$ cat src/rtl/eth_pkg.sv
// rtl/eth_pkg.sv - shared Ethernet TX constants, FSM states and CRC polynomial helpers
package eth_pkg;

   localparam logic [7:0]  ETH_PREAMBLE  = 8'h55;
   localparam logic [7:0]  ETH_SFD       = 8'hD5;
   localparam int          ETH_MIN_FRAME = 60;
   localparam logic [31:0] CRC32_POLY    = 32'h04C1_1DB7;
   localparam logic [31:0] CRC32_INIT    = 32'hFFFF_FFFF;

   typedef enum logic [2:0] {
      ST_IDLE,
      ST_PREAMBLE,
      ST_PAYLOAD,
      ST_PAD,
      ST_FCS,
      ST_WAIT_END,
      ST_IFG
   } tx_state_e;

   function automatic logic [31:0] bit_reverse32(input logic [31:0] v);
      logic [31:0] r;
      r = '0;
      for (int i = 0; i < 32; i++) begin
         r[i] = v[31-i];
      end
      return r;
   endfunction

   // Ethernet shifts bits LSB first, so the register works with the mirrored polynomial
   localparam logic [31:0] CRC32_POLY_REFL = bit_reverse32(CRC32_POLY);

endpackage

$ cat src/rtl/gmii_mac_tx_if.sv
// rtl/gmii_mac_tx_if.sv - byte stream feeding the GMII transmitter
interface gmii_mac_tx_if;

   logic [7:0] tdata;
   logic       tvalid;
   logic       tready;
   logic       tlast;
   logic       tuser;

   modport master (
      output tdata,
      output tvalid,
      output tlast,
      output tuser,
      input  tready
   );

   modport slave (
      input  tdata,
      input  tvalid,
      input  tlast,
      input  tuser,
      output tready
   );

endinterface

$ cat src/rtl/eth_crc32_d8.sv
// rtl/eth_crc32_d8.sv - combinational CRC-32 next state for one byte, LSB first
module eth_crc32_d8
   import eth_pkg::*;
(
   input  logic [31:0] crc_in,
   input  logic [7:0]  data,
   output logic [31:0] crc_out
);

   logic [31:0] crc_work;

   always_comb begin
      crc_work = crc_in;
      for (int i = 0; i < 8; i++) begin
         if (crc_work[0] ^ data[i]) begin
            crc_work = (crc_work >> 1) ^ CRC32_POLY_REFL;
         end else begin
            crc_work = crc_work >> 1;
         end
      end
      crc_out = crc_work;
   end

endmodule

$ cat src/rtl/gmii_mac_tx.sv
// rtl/gmii_mac_tx.sv - GMII transmit MAC: preamble, payload, optional pad, FCS, inter-frame gap
// Minimum-frame padding is built only when GMII_MAC_TX_PAD_EN is defined.
module gmii_mac_tx
   import eth_pkg::*;
#(
   parameter int unsigned IFG = 12
)(
   input  logic                clk,
   input  logic                rst,
   gmii_mac_tx_if.slave        s_axis,
   output logic [7:0]          gmii_txd,
   output logic                gmii_tx_en,
   output logic                gmii_tx_er,
   output logic                start_packet,
   output logic                error_underflow
);

   localparam logic [5:0] MIN_FRAME = 6'(ETH_MIN_FRAME);
   localparam logic [7:0] IFG_LAST  = 8'(IFG - 1);

   tx_state_e   state_q, state_d;
   logic [2:0]  idx_q, idx_d;
   logic [5:0]  cnt_q, cnt_d;
   logic [7:0]  ifg_cnt_q, ifg_cnt_d;
   logic [31:0] crc_q, crc_d;
   logic [7:0]  txd_q, txd_d;
   logic        tx_en_q, tx_en_d;
   logic        tx_er_q, tx_er_d;
   logic        start_q, start_d;
   logic        underflow_q, underflow_d;

   logic [7:0]  crc_byte;
   logic [31:0] crc_next;
   logic [31:0] fcs;
   logic [5:0]  cnt_inc;
   logic        pad_needed;

   // Pad bytes enter the CRC as zeros, payload bytes straight from the stream
   assign crc_byte = (state_q == ST_PAYLOAD) ? s_axis.tdata : 8'h00;

   eth_crc32_d8 u_crc (
      .crc_in  (crc_q),
      .data    (crc_byte),
      .crc_out (crc_next)
   );

   assign fcs     = ~crc_q;
   assign cnt_inc = (cnt_q == MIN_FRAME) ? MIN_FRAME : cnt_q + 6'd1;

`ifdef GMII_MAC_TX_PAD_EN
   assign pad_needed = (cnt_inc < MIN_FRAME);
`else
   assign pad_needed = 1'b0;
`endif

   assign s_axis.tready = (state_q == ST_PAYLOAD) || (state_q == ST_WAIT_END);

   always_comb begin
      state_d     = state_q;
      idx_d       = idx_q;
      cnt_d       = cnt_q;
      ifg_cnt_d   = ifg_cnt_q;
      crc_d       = crc_q;
      txd_d       = 8'h00;
      tx_en_d     = 1'b0;
      tx_er_d     = 1'b0;
      start_d     = 1'b0;
      underflow_d = 1'b0;

      case (state_q)
         ST_IDLE: begin
            if (s_axis.tvalid) begin
               state_d = ST_PREAMBLE;
               idx_d   = 3'd1;
               cnt_d   = 6'd0;
               crc_d   = CRC32_INIT;
               txd_d   = ETH_PREAMBLE;
               tx_en_d = 1'b1;
               start_d = 1'b1;
            end
         end

         // idx counts preamble bytes already on the wire; the eighth is the SFD
         ST_PREAMBLE: begin
            tx_en_d = 1'b1;
            idx_d   = idx_q + 3'd1;
            if (idx_q == 3'd7) begin
               txd_d   = ETH_SFD;
               state_d = ST_PAYLOAD;
            end else begin
               txd_d = ETH_PREAMBLE;
            end
         end

         ST_PAYLOAD: begin
            tx_en_d = 1'b1;
            if (s_axis.tvalid) begin
               txd_d   = s_axis.tdata;
               tx_er_d = s_axis.tlast & s_axis.tuser;
               crc_d   = crc_next;
               cnt_d   = cnt_inc;
               if (s_axis.tlast) begin
                  idx_d   = 3'd0;
                  state_d = pad_needed ? ST_PAD : ST_FCS;
               end
            end else begin
               tx_er_d     = 1'b1;
               underflow_d = 1'b1;
               state_d     = ST_WAIT_END;
            end
         end

         ST_PAD: begin
            tx_en_d = 1'b1;
            crc_d   = crc_next;
            cnt_d   = cnt_inc;
            if (cnt_inc == MIN_FRAME) begin
               idx_d   = 3'd0;
               state_d = ST_FCS;
            end
         end

         ST_FCS: begin
            tx_en_d = 1'b1;
            txd_d   = fcs[{idx_q[1:0], 3'b000} +: 8];
            idx_d   = idx_q + 3'd1;
            if (idx_q == 3'd3) begin
               ifg_cnt_d = 8'd0;
               state_d   = ST_IFG;
            end
         end

         // Truncated frame: swallow the rest of it so the next frame starts clean
         ST_WAIT_END: begin
            if (s_axis.tvalid && s_axis.tlast) begin
               ifg_cnt_d = 8'd0;
               state_d   = ST_IFG;
            end
         end

         ST_IFG: begin
            ifg_cnt_d = ifg_cnt_q + 8'd1;
            if (ifg_cnt_q == IFG_LAST) begin
               state_d = ST_IDLE;
            end
         end

         default: begin
            state_d = ST_IDLE;
         end
      endcase
   end

   always_ff @(posedge clk or posedge rst) begin
      if (rst) begin
         state_q     <= ST_IDLE;
         idx_q       <= 3'd0;
         cnt_q       <= 6'd0;
         ifg_cnt_q   <= 8'd0;
         crc_q       <= CRC32_INIT;
         txd_q       <= 8'h00;
         tx_en_q     <= 1'b0;
         tx_er_q     <= 1'b0;
         start_q     <= 1'b0;
         underflow_q <= 1'b0;
      end else begin
         state_q     <= state_d;
         idx_q       <= idx_d;
         cnt_q       <= cnt_d;
         ifg_cnt_q   <= ifg_cnt_d;
         crc_q       <= crc_d;
         txd_q       <= txd_d;
         tx_en_q     <= tx_en_d;
         tx_er_q     <= tx_er_d;
         start_q     <= start_d;
         underflow_q <= underflow_d;
      end
   end

   assign gmii_txd        = txd_q;
   assign gmii_tx_en      = tx_en_q;
   assign gmii_tx_er      = tx_er_q;
   assign start_packet    = start_q;
   assign error_underflow = underflow_q;

endmodule
$ cat src/flat_wrapper.sv
// flat-port wrapper written by rule: the top's interface ports become plain ports
module gmii_mac_tx_flat import eth_pkg::*;
#(
   parameter int unsigned IFG = 12
)
  (clk, rst, gmii_txd, gmii_tx_en, gmii_tx_er, start_packet, error_underflow, s_axis_tdata, s_axis_tvalid, s_axis_tlast, s_axis_tuser, s_axis_tready);
  gmii_mac_tx_if s_axis_i ();
  input  logic clk;
  input  logic rst;
  output logic [7:0] gmii_txd;
  output logic gmii_tx_en;
  output logic gmii_tx_er;
  output logic start_packet;
  output logic error_underflow;
  input wire logic [$bits(s_axis_i.tdata)-1:0] s_axis_tdata;
  input wire logic [$bits(s_axis_i.tvalid)-1:0] s_axis_tvalid;
  input wire logic [$bits(s_axis_i.tlast)-1:0] s_axis_tlast;
  input wire logic [$bits(s_axis_i.tuser)-1:0] s_axis_tuser;
  output wire logic [$bits(s_axis_i.tready)-1:0] s_axis_tready;
  assign s_axis_i.tdata = s_axis_tdata;
  assign s_axis_i.tvalid = s_axis_tvalid;
  assign s_axis_i.tlast = s_axis_tlast;
  assign s_axis_i.tuser = s_axis_tuser;
  assign s_axis_tready = s_axis_i.tready;
  gmii_mac_tx #(.IFG(IFG)) u_core (.clk(clk), .rst(rst), .s_axis(s_axis_i), .gmii_txd(gmii_txd), .gmii_tx_en(gmii_tx_en), .gmii_tx_er(gmii_tx_er), .start_packet(start_packet), .error_underflow(error_underflow));
endmodule
$ cat config.mk
export PLATFORM = sky130hd
export DESIGN_NAME = gmii_mac_tx_flat
export DESIGN_NICKNAME = d
export VERILOG_FILES = /design/src/rtl/eth_pkg.sv /design/src/rtl/gmii_mac_tx_if.sv /design/src/rtl/eth_crc32_d8.sv /design/src/rtl/gmii_mac_tx.sv /design/src/flat_wrapper.sv
export SDC_FILE = /design/constraint.sdc
export NUM_CORES = 1
export LEC_CHECK = 0
export CAP_MARGIN = 5
export CELL_PAD_IN_SITES_DETAIL_PLACEMENT = 0
export CELL_PAD_IN_SITES_GLOBAL_PLACEMENT = 2
export CORE_MARGIN = 4
export CORE_UTILIZATION = 38
export CTS_CLUSTER_DIAMETER = 120
export DETAILED_ROUTE_END_ITERATION = 6
export PLACE_DENSITY = 0.84
export SETUP_SLACK_MARGIN = 0.4
export SLEW_MARGIN = 20
export SYNTH_ARGS = -nofsm -noshare
export SYNTH_HDL_FRONTEND = slang
export SYNTH_SLANG_ARGS = --single-unit
$ cat constraint.sdc
create_clock -name clk -period 2.82 [get_ports clk]
set_clock_uncertainty 0.05 [all_clocks]
set_input_delay 0.423 -clock clk [delete_from_list [all_inputs] [get_ports clk]]
set_output_delay 0.423 -clock clk [all_outputs]
set_load 0.03 [all_outputs]
## Word level (Yosys, flattened, before mapping)

Cells that the tools add are included.

| storage, ports and cells | value |
|---|---|
| register bits | 64 |
| output and inout port bits | 13 |
| word-level logic and storage cells | 107 |

| operators by class | value |
|---|---|
| $add $sub $neg | 3 |
| eq/ne operators | 20 |
| shift-type cells | 1 |
| muxes and demuxes | 43 |
| bitwise operators | 18 |
| reduce and logical (&&, ||, !) cells | 12 |

Operator list:

| operator | count |
|---|---|
| $mux W32 | 10 |
| $not A13 Y14 | 8 |
| $pmux W32 S3 | 1 |
| $mux W8 | 5 |
| $mux W3 | 11 |
| $not A32 Y32 | 1 |
| $pmux W8 S4 | 1 |
| $shiftx A32 B6 Y8 | 1 |
| $pmux W8 S3 | 1 |
| $pmux W3 S7 | 1 |
| $mux W6 | 3 |
| $pmux W6 S3 | 1 |
| $eq A3 B3 Y1 const B | 4 |
| $eq A6 B6 Y1 const B | 2 |
| $pmux W3 S4 | 1 |
| $eq A3 B2 Y1 const B | 3 |
| $add A8 B1 Y8 const B | 1 |
| $eq A8 B4 Y1 const B | 1 |
| $ne A2 B1 Y1 const B | 4 |
| $ne A2 B2 Y1 const B | 4 |
| $xor A1 B1 Y1 | 8 |
| $mux W7 | 1 |
| $reduce_and A7 Y1 | 1 |
| $add A6 B1 Y6 const B | 1 |
| 15 further kinds | 22 |

## Depth between registers and ports, before layout

| logic depth | value |
|---|---|
| depth in word-level cells | 20 |
| depth in mapped cells | 8 |
| gate-level depth less buffers | 8 |

## Modules after synthesis

From an unflattened synthesis, not the netlist that was laid out.

| unflattened totals | value |
|---|---|
| cells, all modules | 380 |
| area total of the unflattened synthesis | 4,061.4 um^2 |

By module, submodules not included:

| module | times used | cells each | area an instance (um^2) | sequential area each (um^2) |
|---|---|---|---|---|
| gmii_mac_tx | 1 | 310 | 3,291.9 | 1,641.6 |
| eth_crc32_d8 | 1 | 70 | 769.5 | 0.0 |

## Worst setup path before layout

Ideal clock, no wire load.

| timing | value |
|---|---|
| path type | register to register |
| from | register u_core.cnt_q[0] |
| to | register u_core.idx_q[0] |
| setup time | 125 ps |
| data arrival time | 2,199 ps |
| required time | 2,645 ps |
| slack | 446 ps |
| cell stages (with the launch flop) | 8 |
| period minus slack after synthesis | 2,374 ps |
| path through | dfrtp_1 -> ha_1 -> nor2b_1 -> a22o_1 -> a21oi_1 -> or4_1 -> a311oi_1 -> mux2_2 |

| on the way | value |
|---|---|
| word-level cells in the longest chain between the ends | 5 |
| elaborated cells on any way between the ends | 6 |

RTL lines:

| what | line | RTL |
|---|---|---|
| start, declared | gmii_mac_tx.sv:23 | `logic [5:0] cnt_q, cnt_d;` |
| start signal, assigned | gmii_mac_tx.sv:169 | `cnt_q <= cnt_d;` |
| $add A6 B1 Y6 or $eq A6 B6 Y1 (tied branches) | gmii_mac_tx.sv:48 | `assign cnt_inc = (cnt_q == MIN_FRAME) ? MIN_FRAME : cnt_q + 6'd1;` |
| $mux W6 (*) | gmii_mac_tx.sv:48 |  |
| $eq A6 B6 Y1 (*) | gmii_mac_tx.sv:117 | `if (cnt_inc == MIN_FRAME) begin` |
| $ne A2 B1 Y1 (no line) (*) | - |  |
| $reduce_and A5 Y1 (no line) (*) | - |  |
| end signal, assigned | gmii_mac_tx.sv:168 | `idx_q <= idx_d;` |
| end, declared | gmii_mac_tx.sv:22 | `logic [2:0] idx_q, idx_d;` |

Mark *: on every way between the ends. The rest lies on a longest branch, timed or not.
A chain may end at the register's enable or synchronous reset.

## Worst setup path in the final report

| timing | value |
|---|---|
| from | register u_core.state_q[2] |
| to | register u_core.crc_q[22] |

| on the way | value |
|---|---|
| word-level cells in the longest chain between the ends | 17 |
| elaborated cells on any way between the ends | 27 |

RTL lines:

| what | line | RTL |
|---|---|---|
| start, declared | gmii_mac_tx.sv:21 | `tx_state_e state_q, state_d;` |
| start signal, assigned | gmii_mac_tx.sv:167 | `state_q <= state_d;` |
| $eq A3 B2 Y1 | gmii_mac_tx.sv:39, gmii_mac_tx.sv:70 |  |
| $mux W8 | gmii_mac_tx.sv:39 | `assign crc_byte = (state_q == ST_PAYLOAD) ? s_axis.tdata : 8'h00;` |
| $xor A1 B1 Y1 | eth_crc32_d8.sv:15 | `if (crc_work[0] ^ data[i]) begin` |
| $mux W32 (2 in series) | eth_crc32_d8.sv:15 |  |
| $not A13 Y14 (no line) | - |  |
| $mux W32 | eth_crc32_d8.sv:15 |  |
| $not A13 Y14 (no line) | - |  |
| $mux W32 (2 in series) | eth_crc32_d8.sv:15 |  |
| $not A13 Y14 (no line) | - |  |
| $mux W32 | eth_crc32_d8.sv:15 |  |
| $not A13 Y14 (no line) | - |  |
| $mux W32 (2 in series) | eth_crc32_d8.sv:15 |  |
| $mux W32 | gmii_mac_tx.sv:97 | `if (s_axis.tvalid) begin` |
| $pmux W32 S3 | gmii_mac_tx.sv:70 | `case (state_q)` |
| end signal, assigned | gmii_mac_tx.sv:171 | `crc_q <= crc_d;` |
| end, declared | gmii_mac_tx.sv:25 | `logic [31:0] crc_q, crc_d;` |

Parallel ways exist; a longest one is shown, timed or not. The select of a mux whose other input is x is not followed.

==> flow_summary.json <==
{
  "dpl_cell_area_um2": 4540,
  "place_hpwl_um": 6750,
  "globalRoute.totalOverflow": 0,
  "path_max_fanout": 11,
  "syn_inst": 405,
  "drive_above_1_share": 0.237,
  "clock_tree.root_cell": "sky130_fd_sc_hd__clkbuf_8",
  "worst_skew_pair.late_latency_ns": 0.36,
  "final_period_minus_worst_setup_slack_ns": 2.37,
  "regToRegEndpoint": "u_core.crc_q[22]",
  "cpPeakStageDelay_ns": 0.50,
  "min_period_over_period": 0.839,
  "peakVddDrop_mv": 0.598,
  "synth_warnings": 0,
  "power-per-cell-area_nw_per_um2": 1540,
  "setup_repair_after_global_routing_missed_its_margin": "true",
  "p_leak_uw": 0.00194,
  "report.final.setup_viol": 0,
  "die-width_um": 110,
  "io_buffer_count": 25,
  "hold_violations": 0,
  "synthFlopType": "sky130_fd_sc_hd__dfstp_2",
  "post_route_worst_hold_slack_ns": 0.371,
  "status": "completed",
  "clock_sinks": 64,
  "flow.area_growth_from_synthesis_pct": 21.9,
  "worst_r2r_path_depth": 6,
  "timing.critical_path.required_ns": 3.06,
  "holdCritPathClass": "in2async",
  "ant_nets": 0,
  "max_freq_ghz": 0.422,
  "number_of_enable_flip_flop_cells_after_synthesis": 0,
  "h-tree-depth": 3,
  "pins_over_their_slew_limit": 0,
  "dr_total_vias": 3002,
  "postSynthAreaPerCell_um2": 9.83,
  "max_slew.worst_pin.slew_ns": 0.579,
  "finalCoreUtilization": 0.472,
  "cpMaxStageDelayCell": "sky130_fd_sc_hd__xor3_2",
  "tritoncts_clock_tree": "done",
  "critical-path-top-delay-family": "XOR/XNOR gates",
  "timing.critical_path.cells": "and4bb_4 -> xnor2_4 -> xor3_2 -> xor3_1 -> xor2_1 -> a21oi_1",
  "synthArstFlopShare": 1.00,
  "layout.cell_area.non_filler_um2": 4850,
  "yosysSeqAreaShare": 0.412,
  "numCtsBuffers": 9,
  "synth_seq_cells": 64,
  "ff2ff_setup_slack_ns": 0.45,
  "post-place-ws_ns": 0.145,
  "initial_core_utilization": 0.387,
  "detail_route.wirelength_um": 9330,
  "grt_pass1_vias": 2930,
  "drt_first_pass_iters": 4,
  "vias_per_cell": 5.08,
  "pin_count": 26,
  "finalSetupTns_ns": 0,
  "syn_area_um2": 3980,
  "chipHeight_um": 110,
  "clk_path_buf_depth": 2,
  "largest_net_degree_at_the_start_of_global_routing": 33,
  "post-route-drc-count": 0,
  "grt.total_usage": 0.167,
  "cts.clk_slew.worst_paths_ns": 0.08,
  "cp_data_arrival_time_ns": 2.61,
  "nNetsFinal": 469,
  "critPathCaptureType": "register",
  "cap_violations": 0,
  "critical_path_buf_inv_count": 0,
  "grt_antenna_before_repair": 0,
  "synth.net_count": 424,
  "wl_per_cell_um": 15.8,
  "floorplan.die_area_um2": 12200,
  "core_um2": 10300,
  "gpl.final_weighted_congestion": 0.789,
  "timing.rr.start": "u_core.state_q[2]",
  "yosysUniqueCellTypes": 58,
  "grt_pass1_wl_um": 15300,
  "fin_ws_ns": 0.453,
  "dr.first_iter.drc_count": 191,
  "path_class": "reg2reg",
  "slew_headroom": 0.613,
  "row_count": 37,
  "cp-start-kind": "register",
  "antenna_cells_inserted": 0
}
## cell usage after synthesis, drive strengths merged (4+ instances only)
cell type	instances	area share
nor2b	6	0.0094
mux4	8	0.045
buf	4	0.0053
and4bb	4	0.014
nor2	64	0.061
dfstp	32	0.21
nor3	4	0.0050
inv	9	0.0085
ha	6	0.019
xnor2	44	0.11
o21ai	23	0.029
nand2	21	0.020
dfrtp	32	0.20
a31oi	5	0.0079
xor2	33	0.073
nand3	7	0.0088
a21oi	44	0.055
clkbuf	17	0.016
## what timing repair did
action	in CTS	in global routing
cloned	0	0
pin swaps	1	0
buffers inserted	1	1
setup endpoints to repair	6	5
hold endpoints to repair	0	0
resized for setup	7	8
hold buffers	0	0
## sequential cells by signal, summed over array words and instances, names as in the netlist
name,cells
u_core.error_underflow,1
u_core.idx_q,3
u_core.gmii_tx_en,1
u_core.crc_q,32
u_core.cnt_q,6
u_core.start_packet,1
u_core.state_q,3
u_core.gmii_txd,8
u_core.gmii_tx_er,1
u_core.ifg_cnt_q,8
## worst max-delay path by stage
stage	to	depth (start not counted)	slack [ns]	startpoint
detailed placement	u_core.crc_q[20]	7	0.15	s_axis_tdata[6]
finish	u_core.crc_q[22]	6	0.45	u_core.state_q[2]
CTS	u_core.crc_q[22]	6	0.40	u_core.state_q[2]
global route	u_core.crc_q[22]	6	0.36	u_core.state_q[2]
global placement	u_core.crc_q[22]	7	0.19	s_axis_tdata[5]
floorplan	u_core.idx_q[0]	7	0.45	u_core.cnt_q[0]
## power by group
group / internal, µW / leakage, µW / total (µW) / switching [µW]
combinational: 2290 / 0.00106 / 4680 / 2390
clock: 590 / 0.000129 / 987 / 397
sequential: 1440 / 0.000751 / 1800 / 361
total: 4310 / 0.00194 / 7460 / 3150
## cell families (layout without fill, tap and decap cells)
kind of cell	count (synthesis)	in the layout	synth area share
DFF	64	64	0.412
muxes	12	12	0.0556
buffers and inverters	30	80	0.0302
xor gates and xnor gates	82	82	0.207
AOI/OAI and AO/OA	90	90	0.129
adders and majority gates	6	6	0.0189
and+or+nand+nor	121	121	0.147
## cells in the final DEF (no fill, tap or decap), types with 2 or more instances in the layout
master,instances
sky130_fd_sc_hd__o21bai_1,2
sky130_fd_sc_hd__and4bb_2,3
sky130_fd_sc_hd__dfrtp_1,29
sky130_fd_sc_hd__clkbuf_16,2
sky130_fd_sc_hd__o31ai_1,2
sky130_fd_sc_hd__mux2i_1,3
sky130_fd_sc_hd__dfstp_2,32
sky130_fd_sc_hd__a21oi_1,44
sky130_fd_sc_hd__inv_1,8
sky130_fd_sc_hd__clkbuf_8,12
sky130_fd_sc_hd__a31oi_1,5
sky130_fd_sc_hd__mux4_2,8
sky130_fd_sc_hd__ha_1,5
sky130_fd_sc_hd__nor3_1,4
sky130_fd_sc_hd__xnor2_2,2
sky130_fd_sc_hd__o21ai_0,22
sky130_fd_sc_hd__xnor3_1,3
sky130_fd_sc_hd__nor4bb_1,3
sky130_fd_sc_hd__nand2_1,21
sky130_fd_sc_hd__xor2_1,32
sky130_fd_sc_hd__xnor2_1,41
sky130_fd_sc_hd__nand3_1,7
sky130_fd_sc_hd__nor2_2,3
sky130_fd_sc_hd__buf_4,29
sky130_fd_sc_hd__clkdlybuf4s50_1,24
sky130_fd_sc_hd__nor2_1,61
sky130_fd_sc_hd__nand2b_1,2
sky130_fd_sc_hd__dfrtp_2,3
sky130_fd_sc_hd__a21boi_0,2
sky130_fd_sc_hd__nor2b_1,5
## per-stage QoR
| step | std cells | total power (µW) |
|---|---|---|
| 2_1_floorplan | 405 | 5150 |
| 3_3_place_gp | 573 | 6380 |
| 3_5_place_dp | 573 | 6410 |
| 4_1_cts | 590 | 7480 |
| 5_1_grt | 591 | 8000 |
| 6_report | 591 | 7460 |
## routing by layer
metal  track usage  wire, µm  up-vias  share of wire
met5             0         0        -              0
met1         0.237      4520     1458           0.48
met2         0.254      4250       50           0.46
met3        0.0402       452        9          0.048
li1              -         -     1485              -
met4        0.0475       109        0          0.012
## cell type report
type,count,area [µm²]
Clock buffer,14,215
Sequential cell,64,1650
Fill cell,982,5420
Multi-Input combinational cell,311,2270
Timing Repair Buffer,55,483
Inverter,9,33.8
Clock inverter,2,38.8
Tap cell,136,170
No activity file was read; power rests on OpenSTA's default activity.
